$ cat src/rtl/rast_perf_counter.sv
// Passive performance monitor for the rasterizer sample-test (R16) and hit (R18) stages.
// Accumulates saturating cycle, triangle, sample, hit and orphan-hit counts.
module rast_perf_counter #(
  parameter int SIGFIG     = 24,
  parameter int RADIX      = 10,
  parameter int VERTS      = 3,
  parameter int AXIS       = 3,
  parameter int COLORS     = 3,
  parameter int PIPE_DEPTH = 4,
  parameter int CNT_W      = 32
) (
  input  logic                     clk,
  input  logic                     rst,
  input  logic signed [SIGFIG-1:0] tri_R16S       [VERTS][AXIS],
  input  logic        [SIGFIG-1:0] color_R16U     [COLORS],
  input  logic                     validSamp_R16H,
  input  logic signed [SIGFIG-1:0] sample_R16S    [2],
  input  logic signed [SIGFIG-1:0] hit_R18S       [AXIS],
  input  logic        [SIGFIG-1:0] color_R18U     [COLORS],
  input  logic                     hit_valid_R18H,
  output logic        [CNT_W-1:0]  cycle_count,
  output logic        [CNT_W-1:0]  triangle_count,
  output logic        [CNT_W-1:0]  sample_count,
  output logic        [CNT_W-1:0]  sample_hit_count,
  output logic        [CNT_W-1:0]  orphan_hit_count
);

  localparam int NUM_CNT = 5;

  logic signed [SIGFIG-1:0] last_tri_reg [VERTS][AXIS];
  logic                     have_tri_reg;
  logic [PIPE_DEPTH-1:0]    samp_hist_reg;
  logic [VERTS*AXIS-1:0]    word_diff;
  logic                     new_tri;
  logic                     recent_samp;
  logic [NUM_CNT-1:0]       cnt_inc;
  logic [CNT_W-1:0]         cnt_reg [NUM_CNT];

  // One mismatch flag per vertex coordinate word.
  genvar gi, gj;
  generate
    for (gi = 0; gi < VERTS; gi++) begin : g_vert
      for (gj = 0; gj < AXIS; gj++) begin : g_axis
        assign word_diff[gi*AXIS+gj] = (tri_R16S[gi][gj] != last_tri_reg[gi][gj]);
      end
    end
  endgenerate

  assign new_tri     = validSamp_R16H && (!have_tri_reg || (|word_diff));
  // History is sampled before this edge's shift.
  assign recent_samp = |samp_hist_reg;

  assign cnt_inc = {hit_valid_R18H && !recent_samp,
                    hit_valid_R18H,
                    validSamp_R16H,
                    new_tri,
                    1'b1};

  always_ff @(posedge clk or posedge rst) begin
    if (rst) begin
      have_tri_reg  <= 1'b0;
      samp_hist_reg <= '0;
      for (int v = 0; v < VERTS; v++)
        for (int a = 0; a < AXIS; a++)
          last_tri_reg[v][a] <= '0;
    end else begin
      samp_hist_reg <= {samp_hist_reg[PIPE_DEPTH-2:0], validSamp_R16H};
      if (new_tri) begin
        have_tri_reg <= 1'b1;
        last_tri_reg <= tri_R16S;
      end
    end
  end

  // Saturating counters: 0 cycle, 1 triangle, 2 sample, 3 hit, 4 orphan.
  generate
    for (gi = 0; gi < NUM_CNT; gi++) begin : g_cnt
      always_ff @(posedge clk or posedge rst) begin
        if (rst)
          cnt_reg[gi] <= '0;
        else if (cnt_inc[gi] && (cnt_reg[gi] != {CNT_W{1'b1}}))
          cnt_reg[gi] <= cnt_reg[gi] + CNT_W'(1);
      end
    end
  endgenerate

  assign cycle_count      = cnt_reg[0];
  assign triangle_count   = cnt_reg[1];
  assign sample_count     = cnt_reg[2];
  assign sample_hit_count = cnt_reg[3];
  assign orphan_hit_count = cnt_reg[4];

endmodule

$ cat config.mk
export PLATFORM = sky130hd
export DESIGN_NAME = rast_perf_counter
export DESIGN_NICKNAME = d
export VERILOG_FILES = /design/src/rtl/rast_perf_counter.sv
export SDC_FILE = /design/constraint.sdc
export NUM_CORES = 1
export LEC_CHECK = 0
export ABC_AREA = 1
export CAP_MARGIN = 20
export CORE_AREA = 2 2 252 254
export DETAILED_ROUTE_END_ITERATION = 10
export DIE_AREA = 0 0 254 256
export PLACE_DENSITY = 0.72
export SLEW_MARGIN = 20
export SYNTH_ARGS = -nofsm -noshare
export SYNTH_HDL_FRONTEND = slang
export SYNTH_SLANG_ARGS = --single-unit
$ cat constraint.sdc
create_clock -name clk -period 14 [get_ports clk]
set_input_delay 2.8 -clock clk [delete_from_list [all_inputs] [get_ports clk]]
set_output_delay 2.8 -clock clk [all_outputs]
set_load 0.005 [all_outputs]
# [After elaboration in Yosys (flattened, before gate mapping)]
# Index checks and enable logic that the tools add are counted.
[op_classes] eq_ne=14 n_reduce_logical=11 n_addsub=5
[ops] operator="24-bit != test" count=9
[ops] operator="32-bit by 1-bit adder with 32-bit output, second input constant" count=5
[ops] operator="32-bit != test, second input constant" count=5
[ops] operator="9-bit OR reduction" count=1
[ops] operator="1-bit logical AND" count=6
[ops] operator="4-bit OR reduction" count=1
[ops] operator="1-bit logical NOT" count=2
[ops] operator="1-bit logical OR" count=1
[totals] wordCells=46 ff_bits=381 out_inout_bits=160 in_bits=484

# [Logic depth before layout (Yosys ltp)]
# Gate-level depths: netlist of run 1.
[depth] word_depth=5 mapped_depth=17 ltp_nobuf=14

# [Least setup slack after synthesis of run 1]
# Ideal clock, no wire load.
[synth_timing] path_kind="input-to-reg" startpoint="input tri_R16S[35] in the netlist's numbering" endpoint="register last_tri_reg[11] in the netlist's numbering" stages=16 arrival_ps=4116 t_required_ps=13879 path_slack_ps=9762 n_path_buf=3 cell_sequence="inv_1 -> nand2_1 -> o21ai_0 -> nor2_1 -> nand2_1 -> nor2_1 -> nand2_1 -> nor2_1 -> nand2_1 -> nor2_1 -> nand2_2 -> nand2_1 -> buf_6 -> buf_6 -> buf_4 -> o21ai_1"
[synth_via] elab_chain_cells=4
[synth_lines] item="start, declared" line_no="14" rtl="input logic signed [SIGFIG-1:0] tri_R16S [VERTS][AXIS],"
[synth_lines] item="24-bit != test" line_no="44" rtl="assign word_diff[gi*AXIS+gj] = (tri_R16S[gi][gj] != last_tri_reg[gi][gj]);"
[synth_lines] item="9-bit OR reduction" line_no="49" rtl="assign new_tri = validSamp_R16H && (!have_tri_reg || (|word_diff));"
[synth_lines] item="1-bit logical OR" line_no="49"
[synth_lines] item="1-bit logical AND" line_no="49"
[synth_lines] item="end signal, assigned" line_no="70" rtl="last_tri_reg <= tri_R16S;"
[synth_lines] item="end, declared" line_no="30" rtl="logic signed [SIGFIG-1:0] last_tri_reg [VERTS][AXIS];"
# No other way between the ends.
# A chain may end at the register's enable or synchronous reset.

# [Worst setup path after layout of run 1]
[layout_timing] startpoint="input tri_R16S[132] in the netlist's numbering" endpoint="register last_tri_reg[158] in the netlist's numbering"
# The elaborated chain is that of the path after synthesis.

==> run summary, run 1 <==
The run finished with clean final reports. The tools report the sequential cell area fraction in the yosys report as 0.456. The adder-cell share of the synthesized area works out to 0.00299. The first routing iteration left 1094 violations.

Once the clock tree was built, the resizer swapped 0 gates to a different size. Summing all multi-input logic gate instances after layout gives 9300 µm². Summed over all nets, the half-perimeter wirelength after detailed placement is 44100 µm. The number of max-cap violations is 0, and the clock buffer count from CTS is 46. The first global-routing pass estimated 93700 µm of wire.

The dominant combinational cell family by area after synthesis was simple AND/OR/NAND/NOR gates. The flip-flop count of the largest register, all copies and words added is 216. The tree is rooted in a sky130_fd_sc_hd__clkbuf_16. The run gives 17800 as the number of global-route vias before repair. The via count normalized by instance count was 4.56; the count of buffers inserted at the top-level ports was 379. The initial antenna violation count was 25. Top cell family by delay on the critical path: simple AND/OR/NAND/NOR gates.

In this run the power density over the cells is 108 nW/µm². In this run the number of H-tree levels came out at 2. The run gives 0.376 as the relative slew slack. Counting I/O delays and the setup requirement, the final critical path takes 5.87 ns. The cell seen most often among critical-path stages is sky130_fd_sc_hd__nand2_1. The startpoint-to-endpoint class of the critical path is input port to flop.

In this run the worst path has a maximum fanout of 105. The synthesized netlist contains 30 unique library cells. Setup repair after global routing left no endpoint under its margin.

After detailed routing, the number of remaining DRC violations is 0. For the count of pins over their slew limit, the log shows 0. The logs give 2884 for the number of standard cells after synthesis and 62400 µm² for the placeable core region.

In this design, the stage delay of the slowest critical-path cell is 0.81 ns. Walking the worst path, the cells encountered are clkdlybuf4s50_1 -> inv_1 -> nand2_1 -> nand2_1 -> nor2_1 -> nand2_1 -> nor2_1 -> nand2_1 -> nor2_1 -> nand2_1 -> nor2_1 -> nand2_2 -> nand2_8 -> buf_4 -> nand2_1 -> o21ai_1. The tools report the number of nets in the finished design as 3737.

Pin slew with the least headroom to its limit: 0.935 ns. By count the netlist is led by sky130_fd_sc_hd__nand2_1 (1060), sky130_fd_sc_hd__inv_1 (415), sky130_fd_sc_hd__dfrtp_1 (381). The mux share of post-synthesis cell area works out to 0.000539. The total track usage was 0.180; the async set-reset flop share out of synthesis was 1.00. The simple-gate share of the synthesized area was 0.307. The vertical extent of the die is 256 µm, and the count of yosys warnings during synthesis is 0. For this design the top-level I/O count stands at 644. At the end of routability-driven placement, the weighted congestion stood at 0.904. After detailed routing, the average wire length per cell comes to 14.5 µm. The area growth from synthesis to layout is 28.5%. Worst clock skew on the final layout: 0.0161 ns. The die is 254 µm wide. The worst-case vdd ir drop is 0.0000871 V, and the number of setup buffers added after CTS is 0.

In the post-synthesis netlist, the cell with the most instances is sky130_fd_sc_hd__nand2_1. The number of placed instances, taps included, is 4046. The category of the worst setup path capture point was a flop. The number of sinks on the clock net is 381, and the portion of the clock cycle consumed by the worst path in the final layout is 0.419. For this block, the via count after detailed routing is 18900. The tools report the final core utilization as 0.431. The run gives 0 as the antenna violation net count after detailed routing.

The logs give 0.335 for the effective utilization at floorplan and 0.0132 µW for the static power due to leakage. For the number of hold violations in the final report, the log shows 0. The leading register cell type out of synthesis is sky130_fd_sc_hd__dfrtp_1. The logs give 0 for the final-report setup violation count and 3373 for the net count after synthesis. After global routing the overflow that remains totals 0.

In this run, post-CTS hold repair placed 0 buffers. The final layout contains routed wiring with a total length of 59900 µm. For the arrival time at the worst endpoint, the log shows 6.36 ns. The count of buffer and inverter cells on the critical path came out at 3. Based on the critical path, the design can be clocked at up to 170 MHz.

On the critical path, the stage with the largest delay is an instance of sky130_fd_sc_hd__buf_4. The initialized floorplan defines 92 standard-cell rows. At the later pin of the worst-skew pair, clock insertion delay measures 0.58 ns. The fraction of layout cells with a size suffix above 1 was 0.0314. The sequential cells in the finished layout cover a total of 9530 µm².

The tools report the sort of element at the start of the critical path as an input port. Entering global routing, the biggest net connects 202 pins. The count of cells in the finished layout, fillers not included, comes to 4141.

Summed over all instances, the cell type with the most area after synthesis is sky130_fd_sc_hd__dfrtp_1. The run gives 6305 as the number of filler cells placed in the layout. The synthesized-area fraction occupied by xor and xnor cells is 0.0758, and the number of buffers on the longest clock path is 3.

The first TritonRoute pass finished after 7 iterations. TritonCTS built the clock tree. The clock-pin slew on the worst setup and hold paths came out at 0.06 ns.

For the worst setup path, the data required time is 14.49 ns. Yosys attributes the largest share of cell area to sky130_fd_sc_hd__dfrtp_1 (46%), sky130_fd_sc_hd__nand2_1 (19%), sky130_fd_sc_hd__inv_1 (7.5%). In this run the cell area of the synthesized design comes to 20900 µm². Synthesis-stage register bit count: 381. The compound-gate portion of the synthesized area is 0.0580. The sum of negative setup slack is 0 ns.

A synthesized cell averages 7.25 µm². The min-delay analysis places its worst path in the category flop to flop. The area share of the largest cell type after synthesis was 0.456; the count of flip-flops with a built-in enable after synthesis was 0.

The die footprint is 65000 µm².
## logic make-up (layout without fill, tap and decap cells)
| logic type | Yosys count | after routing |
|---|---|---|
| mux | 1 | 1 |
| fa+ha+maj | 5 | 5 |
| buf+inv | 496 | 895 |
| flops | 381 | 381 |
| simple gates | 1578 | 1578 |
| xor+xnor | 181 | 181 |
| compound gates | 242 | 242 |
| other cells | 0 | 12 |
## placed cells by master, fill, tap and decap left out, types with 2 or more instances in the layout
cell type	n
sky130_fd_sc_hd__a21oi_1	2
sky130_fd_sc_hd__buf_12	2
sky130_fd_sc_hd__buf_4	7
sky130_fd_sc_hd__clkbuf_1	9
sky130_fd_sc_hd__clkbuf_16	47
sky130_fd_sc_hd__clkbuf_8	9
sky130_fd_sc_hd__clkdlybuf4s50_1	378
sky130_fd_sc_hd__clkinv_2	11
sky130_fd_sc_hd__clkinvlp_4	3
sky130_fd_sc_hd__dfrtp_1	381
sky130_fd_sc_hd__diode_2	12
sky130_fd_sc_hd__ha_1	5
sky130_fd_sc_hd__inv_1	414
sky130_fd_sc_hd__inv_2	9
sky130_fd_sc_hd__inv_6	2
sky130_fd_sc_hd__nand2_1	1059
sky130_fd_sc_hd__nand3_1	86
sky130_fd_sc_hd__nand3_2	3
sky130_fd_sc_hd__nand3b_1	3
sky130_fd_sc_hd__nand4_1	76
sky130_fd_sc_hd__nor2_1	251
sky130_fd_sc_hd__nor3_1	76
sky130_fd_sc_hd__nor3_2	2
sky130_fd_sc_hd__nor3b_1	3
sky130_fd_sc_hd__nor4_1	16
sky130_fd_sc_hd__o21ai_0	60
sky130_fd_sc_hd__o21ai_1	178
sky130_fd_sc_hd__xnor2_1	61
sky130_fd_sc_hd__xor2_1	120
## routing by layer
metal,track usage,up-vias,part of all wire
li1,-,9648,-
met1,0.236,8620,0.45
met2,0.285,502,0.44
met3,0.0583,107,0.084
met4,0.0479,26,0.021
met5,0,-,0.0031
## power breakdown
group          internal [µW]  switching [µW]  total, µW
Clock                    682             490       1170
Sequential              1190            96.3       1290
Combinational            214             225        439
Total                   2090             812       2900
## cell type report
type / count / share of cell area
multi-input cells: 2007 / 0.346
clock inverters: 18 / 0.00498
inverters: 424 / 0.0595
clock buffers: 65 / 0.0496
diodes: 12 / 0.00112
repair buffers: 388 / 0.144
flip-flops and latches: 381 / 0.355
well taps: 846 / 0.0394
## final timing paths
| check | start | endpoint | slack [ns] | cells past startpoint |
|---|---|---|---|---|
| setup / recovery | tri_R16S[132] | last_tri_reg[158] | 8.13 | 16 |
| hold / removal | samp_hist_reg[2] | samp_hist_reg[3] | 0.39 | 0 |
| setup reg to reg | last_tri_reg[141] | last_tri_reg[158] | 10.57 | 14 |
| hold reg to reg | samp_hist_reg[2] | samp_hist_reg[3] | 0.39 | 0 |
| max in group asynchronous | rst | last_tri_reg[199] | 8.88 | 4 |
| min in group asynchronous | rst | sample_count[26] | 2.82 | 2 |
## stage by stage
step                      hold slack [ns]  setup slack (ns)  total power (µW)  area [µm²]
after global routing                0.394              7.78              3050       26900
final                               0.385              8.13              2900       26900
after floorplan                     0.354             0.614              1530       20900
after detailed placement            0.368              7.15              1750       25400
after global placement              0.362              7.17              1730       25400
after CTS                           0.389              7.76              2930       26800
Power figures use the tool's default switching activity.
==> inputs of run 2 (changes only) <==
clock period = 4.9 ns   (was 14 ns; I/O delays follow)
==> run 2 against run 1 <==
Worst hold slack got worse by 0.012 ns. Clock skew up 0.0085 ns. Design area increased by 1.2%. Register-to-register slack worse by 8.4 ns.
==> run summary, run 2 (synthesis results as in run 1) <==
After clock tree synthesis, the clock-pin slew on the worst setup and hold paths is 0.06 ns. The die covers 65000 µm². For the relative slew slack, the log shows 0.403. The maximum level of the CTS H-tree is 2. Setup repair after global routing left no endpoint under its margin. The switching share of power is 0.275, and the number of search-and-repair iterations in the first detailed-routing pass is 5. Subtracting the final worst setup slack from the clock period gives 3.34 ns. Relative to the synthesized area, the layout overhead comes to 30.1%.

Among the stages of the critical path, the cell type that occurs most often is sky130_fd_sc_hd__nand2_1. The core region is 62400 µm². Portion of the clock cycle consumed by the worst path in the final layout: 0.682. The buffer cell driving the clock tree root is sky130_fd_sc_hd__clkbuf_16.

Summed over all failing endpoints, the final setup total negative slack is 0 ns. The tools report the initial antenna violation count as 23. After the last flow step, the layout net total stands at 3750. The pin slew with the least headroom to its limit was 0.895 ns.

The run gives 4059 as the placed instance count. The DRC marker count from the first detailed-route iteration is 1070. The tools report the static power due to leakage as 0.0133 µW. Once detail routing completed, the nets flagged for antenna violations numbered 0.

The floorplan step set the die width to 254 µm. The tools report the total grt overflow as 0. The first global-routing pass estimated 94300 µm of wire. The worst hold path belongs to the class flop to flop. Critical path's slowest cell: sky130_fd_sc_hd__clkdlybuf4s50_1. The worst-case IR drop observed on VDD is 0.000234 V. Setup slack on the critical path of the routed design comes to 1.56 ns. Post-CTS timing repair inserted 0 buffers for setup. The routed wirelength normalized by instance count is 14.4 µm.

By startpoint and endpoint, the worst setup path is classified as input port to flop. The via count normalized by instance count was 4.55. The number of hold buffers added after CTS was 0. The register with the most flip-flops in the layout has 216 of them. For the worst clock skew on the final layout, the log shows 0.0246 ns. For this run, design rule violations remaining after detail routing come to 0. Summing all placed instances gives a cell area of 25600 µm².

For the number of placement rows, the log shows 92. After the flow finishes, the layout carries non-filler instances totaling 4163. The effective utilization at floorplan was 0.335; the biggest fanout along the worst timing path was 58. The vertical extent of the die came out at 256 µm. The number of sinks on the clock net was 381.

Entering global routing, the biggest net connects 96 pins. The fmax was 299 MHz. Number of primary I/O pins: 644.

TritonCTS built the clock tree. The routed layout has 19000 vias. The arrival time at the worst endpoint is 3.83 ns. Across the run, the number of max-cap violations was 0. In the layout the commonest cells are sky130_fd_sc_hd__nand2_1 (1059), sky130_fd_sc_hd__inv_1 (414), sky130_fd_sc_hd__dfrtp_1 (381).

The sequential cell fraction of total power is 0.433. The clock share of power is 0.418. During placement, the flow inserted port buffers numbering 379. The tools report the final-report setup violation count as 0. The category of the worst setup path capture point is a flop. The HPWL after detailed placement is 44600 µm. The run finished with clean final reports. Once layout is done, the placed cells without fillers occupy 27200 µm². Clock latency on the worst-skew pair, taken at its later pin, is 0.59 ns. The run gives 3 as the number of buffers on the longest clock path. The power density over the cells was 312 nW/µm²; the fraction of layout cells with a size suffix above 1 was 0.0358. The number of gates given a new drive strength after cts is 0, and the net switching component of the power is 2330 µW. The run gives 0.149 as the combinational group share of total power. The critical path goes through clkdlybuf4s50_1 -> inv_1 -> nand2_1 -> nand2_1 -> nor2_1 -> nand2_1 -> nor2_1 -> nand2_1 -> nor2_1 -> nand2_1 -> nor2_1 -> nand2_2 -> nand2_4 -> buf_12 -> nand2_1 -> o21ai_1.

The number of hold violations in the final report came out at 0. For the clock buffer count from CTS, the log shows 46. Leaving out fill and tap cells, the most frequent cell in the layout is sky130_fd_sc_hd__nand2_1. The number of global-route vias before repair is 17700.

Design internal power: 6150 µW. The tools report the final core utilization as 0.436. The last weighted congestion value of the routability-driven placer was 0.931.

The data required time at the worst endpoint was 5.39 ns. The tools report the sort of element at the start of the critical path as an input port. The count of pins over their slew limit is 0. The total track usage came out at 0.181. The critical path's largest stage delay came out at 0.57 ns. Aggregate routed wire length: 59800 µm.

The run gives 0.861 ns as the worst slack at placement.
==> run 2: final timing paths <==
kind / from / end / slack, ns / depth (start not counted)
min: samp_hist_reg[1] / samp_hist_reg[2] / 0.37 / 0
min reg2reg: samp_hist_reg[1] / samp_hist_reg[2] / 0.37 / 0
max: tri_R16S[134] / last_tri_reg[11] / 1.56 / 16
min in group asynchronous: rst / last_tri_reg[172] / 0.92 / 2
max in group asynchronous: rst / orphan_hit_count[22] / 2.96 / 3
max reg2reg: last_tri_reg[196] / last_tri_reg[11] / 2.16 / 12
==> run 2: cell type report <==
cell class                      instances  area [µm²]
Inverter                              424        1600
Timing Repair Buffer                  401        4090
Sequential cell                       381        9530
Clock inverter                         20         235
Tap cell                              846        1060
Multi-Input combinational cell       2007        9300
Antenna cell                           18        45.0
Clock buffer                           66        1340
Fill cell                            6265       35200
==> run 2: through the flow <==
step / total power, µW / hold WS [ns]
global route: 8950 / 0.391
finish: 8480 / 0.373
floorplan: 4380 / 0.354
CTS: 8610 / 0.378
detailed placement: 4990 / 0.365
global placement: 4960 / 0.361
==> run 2: power groups by stage <==
stage                     logic [µW]  registers (µW)  clock network [µW]
after floorplan                  718            3660                   0
after global placement          1250            3710                   0
after detailed placement        1270            3720                   0
after CTS                       1280            3670                3660
after global routing            1460            3710                3790
final                           1260            3670                3540
==> run 2: worst max-delay path: cells and delay by family <==
| family | cells | cell delay, ns |
|---|---|---|
| and+or+nand+nor | 12 | 1.74 |
| AOI/OAI and AO/OA | 1 | 0.09 |
| buffers and inverters | 3 | 0.97 |
==> run 2: layer usage <==
metal	wire length (µm)	GRT usage
met1	26300	0.241
met2	26400	0.282
met3	5730	0.0596
met4	1300	0.0498
met5	62	0
==> inputs of run 3 (changes only) <==
clock period = 2.9 ns   (was 4.9 ns; I/O delays follow)
==> run 3 against run 2 <==
Worst hold slack better by 0.0028 ns. Sequential power grew 69%. Non-clock buffer count increased by 71. Clock power rose by 63%. Routed wire length is 0.47% higher. Clock skew is 0.011 ns lower. Power is 67% higher. Critical endpoint is now last_tri_reg[130]. Largest cell class unchanged. Largest power group unchanged. Highest routed layer unchanged.
==> run summary, run 3 (synthesis results as in run 1) <==
Source of the worst register-to-register timing path: cycle_count[0]. At the pin with the least slew margin, the transition time is 0.746 ns. After detailed routing, the number of remaining DRC violations is 0. The number of cells on the worst reg-to-reg path is 12. Port buffering added 379 buffers. Total grt overflow: 0. In this run, post-CTS hold repair placed 0 buffers. The logs give 0.335 for the effective utilization at floorplan and 0.503 for the relative slew slack.

Summing internal, switching and leakage power gives 14200 µW. For the placeable core region, the log shows 62400 µm². The tools report the final-report setup violation count as 0. STA classifies the critical path endpoint as a flop. Startpoint-to-endpoint class of the critical path: input port to flop. Of all nets on the critical path, the largest fanout is 36. Setup repair after global routing left no endpoint under its margin.

The via total after detailed routing was 19100. TritonCTS built the clock tree. The vertical extent of the die came out at 256 µm.

Dividing the detail-routed via count by the number of cells gives 4.52. In this run, CTS created clock tree buffers numbering 45. STA puts the critical path data arrival time at 2.93 ns.

Tracing the worst setup path back leads to its startpoint at tri_R16S[196]. The DRC marker count from the first detailed-route iteration is 1163. The critical path's largest stage delay came out at 0.47 ns. The most numerous cell type found on the critical path is sky130_fd_sc_hd__nand2_1. The flip-flop count of the largest register, all copies and words added works out to 216. The critical path's slowest cell was sky130_fd_sc_hd__clkdlybuf4s50_1. The fraction of layout cells with a size suffix above 1 is 0.0547, and the number of hold violations in the final report is 0. The count of buffer and inverter cells on the critical path works out to 6.

The routed design has 60100 µm of wire. The number of placement rows was 92; the largest net degree at the start of global routing was 130. The finished cells cover 27800 µm².

The horizontal die dimension is 254 µm, and the wire length of the first global-routing pass is 94300 µm. Count of pins over their slew limit: 0. The die covers 65000 µm². The portion of the clock cycle consumed by the worst path in the final layout was 0.846; the last weighted congestion value of the routability-driven placer was 0.931.

The run gives 0.181 as the total track usage. CTS placed an instance of sky130_fd_sc_hd__clkbuf_16 at the clock tree root. The worst clock skew on the final layout was 0.0134 ns.

The tools report the number of filler cells placed in the layout as 6246. The logs give 0.376 ns for the worst hold slack after final layout and 3820 for the number of nets in the finished design. The worst register-to-register path ends at cycle_count[29]. Initial antenna violation count: 29. Number of search-and-repair iterations in the first detailed-routing pass: 7. The logs give 407 MHz for the fmax and 0.0137 µW for the static power due to leakage. The clock passes through at most 3 buffers.

The insertion delay of the later-clocked pin in the worst-skew pair was 0.57 ns; the power density over the cells was 511 nW/µm². The routed wirelength normalized by instance count works out to 14.2 µm. Including well taps, the total number of placed cells is 4130. In this run the worst hold path is classified as flop to flop.

The run finished with clean final reports. Subtracting the final worst setup slack from the clock period gives 2.45 ns. The critical path ends at last_tri_reg[130]. Among cell families on the critical path, the largest total delay comes from buffers and inverters.

The count of cells in the finished layout, fillers not included, comes to 4230. The number of global-route vias before repair came out at 18000. The data required time at the worst endpoint came out at 3.38 ns. The worst hold path was traced through 0 stages. Across all register-to-register paths, the minimum setup slack is 0.51 ns.

The number of stages on the worst setup path was 17; the number of primary I/O pins was 644. CTS saw 381 sinks. The tools report the maximum level of the CTS H-tree as 2.

The number of gates resized after CTS was 0. Once the clock tree was built, the setup fixing pass inserted 0 buffers. In this run the cell area measured after placement is 26200 µm². Clock-pin slew was measured on the worst setup and hold paths at 0.06 ns.

The area added between synthesis and finish was 32.8%. The signal on the critical path passes through clkdlybuf4s50_1 -> inv_1 -> nand2_1 -> nand2_1 -> nor2_1 -> buf_4 -> nand3_1 -> nor3_1 -> buf_4 -> nand3_1 -> nor2_1 -> nand2_2 -> nand2_4 -> buf_12 -> buf_12 -> nand2_1 -> o21ai_1. After legalization and detailed placement, the total HPWL measured 45300 µm. STA classifies the critical path startpoint as an input port. The number of max-cap violations is 0.

Leaving out fill and tap cells, the most frequent cell in the layout is sky130_fd_sc_hd__nand2_1. VDD sags by at most 0.000406 V. Once detail routing completed, the nets flagged for antenna violations numbered 0.

Leaving out fill and tap cells, the most frequent cells in the layout are sky130_fd_sc_hd__nand2_1 (1059), sky130_fd_sc_hd__inv_1 (414), sky130_fd_sc_hd__dfrtp_1 (381).
## run 3: cell types whose count changed in the layout (fill, tap and decap cells not counted), sizes merged
cell      previous run  this run
clkinvlp             3         1
inv                427       425
clkinv              10         9
buf                 23        94
clkbuf              66        69
bufinv               4         2
## run 3: per-layer routing
metal	track usage	vias to the layer above	wire [µm]
li1	-	9818	-
met3	0.0574	125	5380
met2	0.277	526	25900
met1	0.242	8618	27100
met5	0	-	105
met4	0.0593	18	1590
## run 3: worst min-delay path by stage
stage,startpoint,to,slack [ns]
global placement,samp_hist_reg[1],samp_hist_reg[2],0.36
floorplan,samp_hist_reg[1],samp_hist_reg[2],0.35
detailed placement,samp_hist_reg[1],samp_hist_reg[2],0.36
global route,samp_hist_reg[1],samp_hist_reg[2],0.39
finish,samp_hist_reg[1],samp_hist_reg[2],0.38
CTS,samp_hist_reg[1],samp_hist_reg[2],0.38
## run 3: worst register-to-register path: stages, from the launching register on
cell and delay [ns]:
sky130_fd_sc_hd__dfrtp_1 0.40, sky130_fd_sc_hd__ha_1 0.18, sky130_fd_sc_hd__nand2_1 0.06, sky130_fd_sc_hd__nor2_1 0.22
sky130_fd_sc_hd__nand3_1 0.14, sky130_fd_sc_hd__nor2_1 0.23, sky130_fd_sc_hd__nand2_1 0.12, sky130_fd_sc_hd__nor3_2 0.16
sky130_fd_sc_hd__nand2_1 0.24, sky130_fd_sc_hd__nand2_1 0.25, sky130_fd_sc_hd__nor2_1 0.10, sky130_fd_sc_hd__nand2_1 0.09
sky130_fd_sc_hd__xor2_1 0.15
## run 3: area by class of cell
cell class,instances,area (µm²),share of cell area
diodes,18,45.0,0.00162
clock buffers,69,1370,0.0493
well taps,846,1060,0.0381
inverters,424,1600,0.0575
repair buffers,472,4740,0.171
clock inverters,13,126,0.00455
multi-input cells,2007,9300,0.335
flip-flops and latches,381,9530,0.343
## run 3: power breakdown
group | leakage [µW] | internal [µW] | switching (µW)
clock network | 0.000744 | 3430 | 2330
registers | 0.00481 | 5750 | 460
logic | 0.00810 | 1120 | 1090
## run 3: stage by stage
step	util	setup slack [ns]	TNS, ns
global placement	0.420	-0.157	-26.57
CTS	0.444	0.364	0
finish	0.445	0.446	0
global route	0.445	0.225	0
detailed placement	0.420	-0.205	-33.21
floorplan	-	-2.80	-1066.80
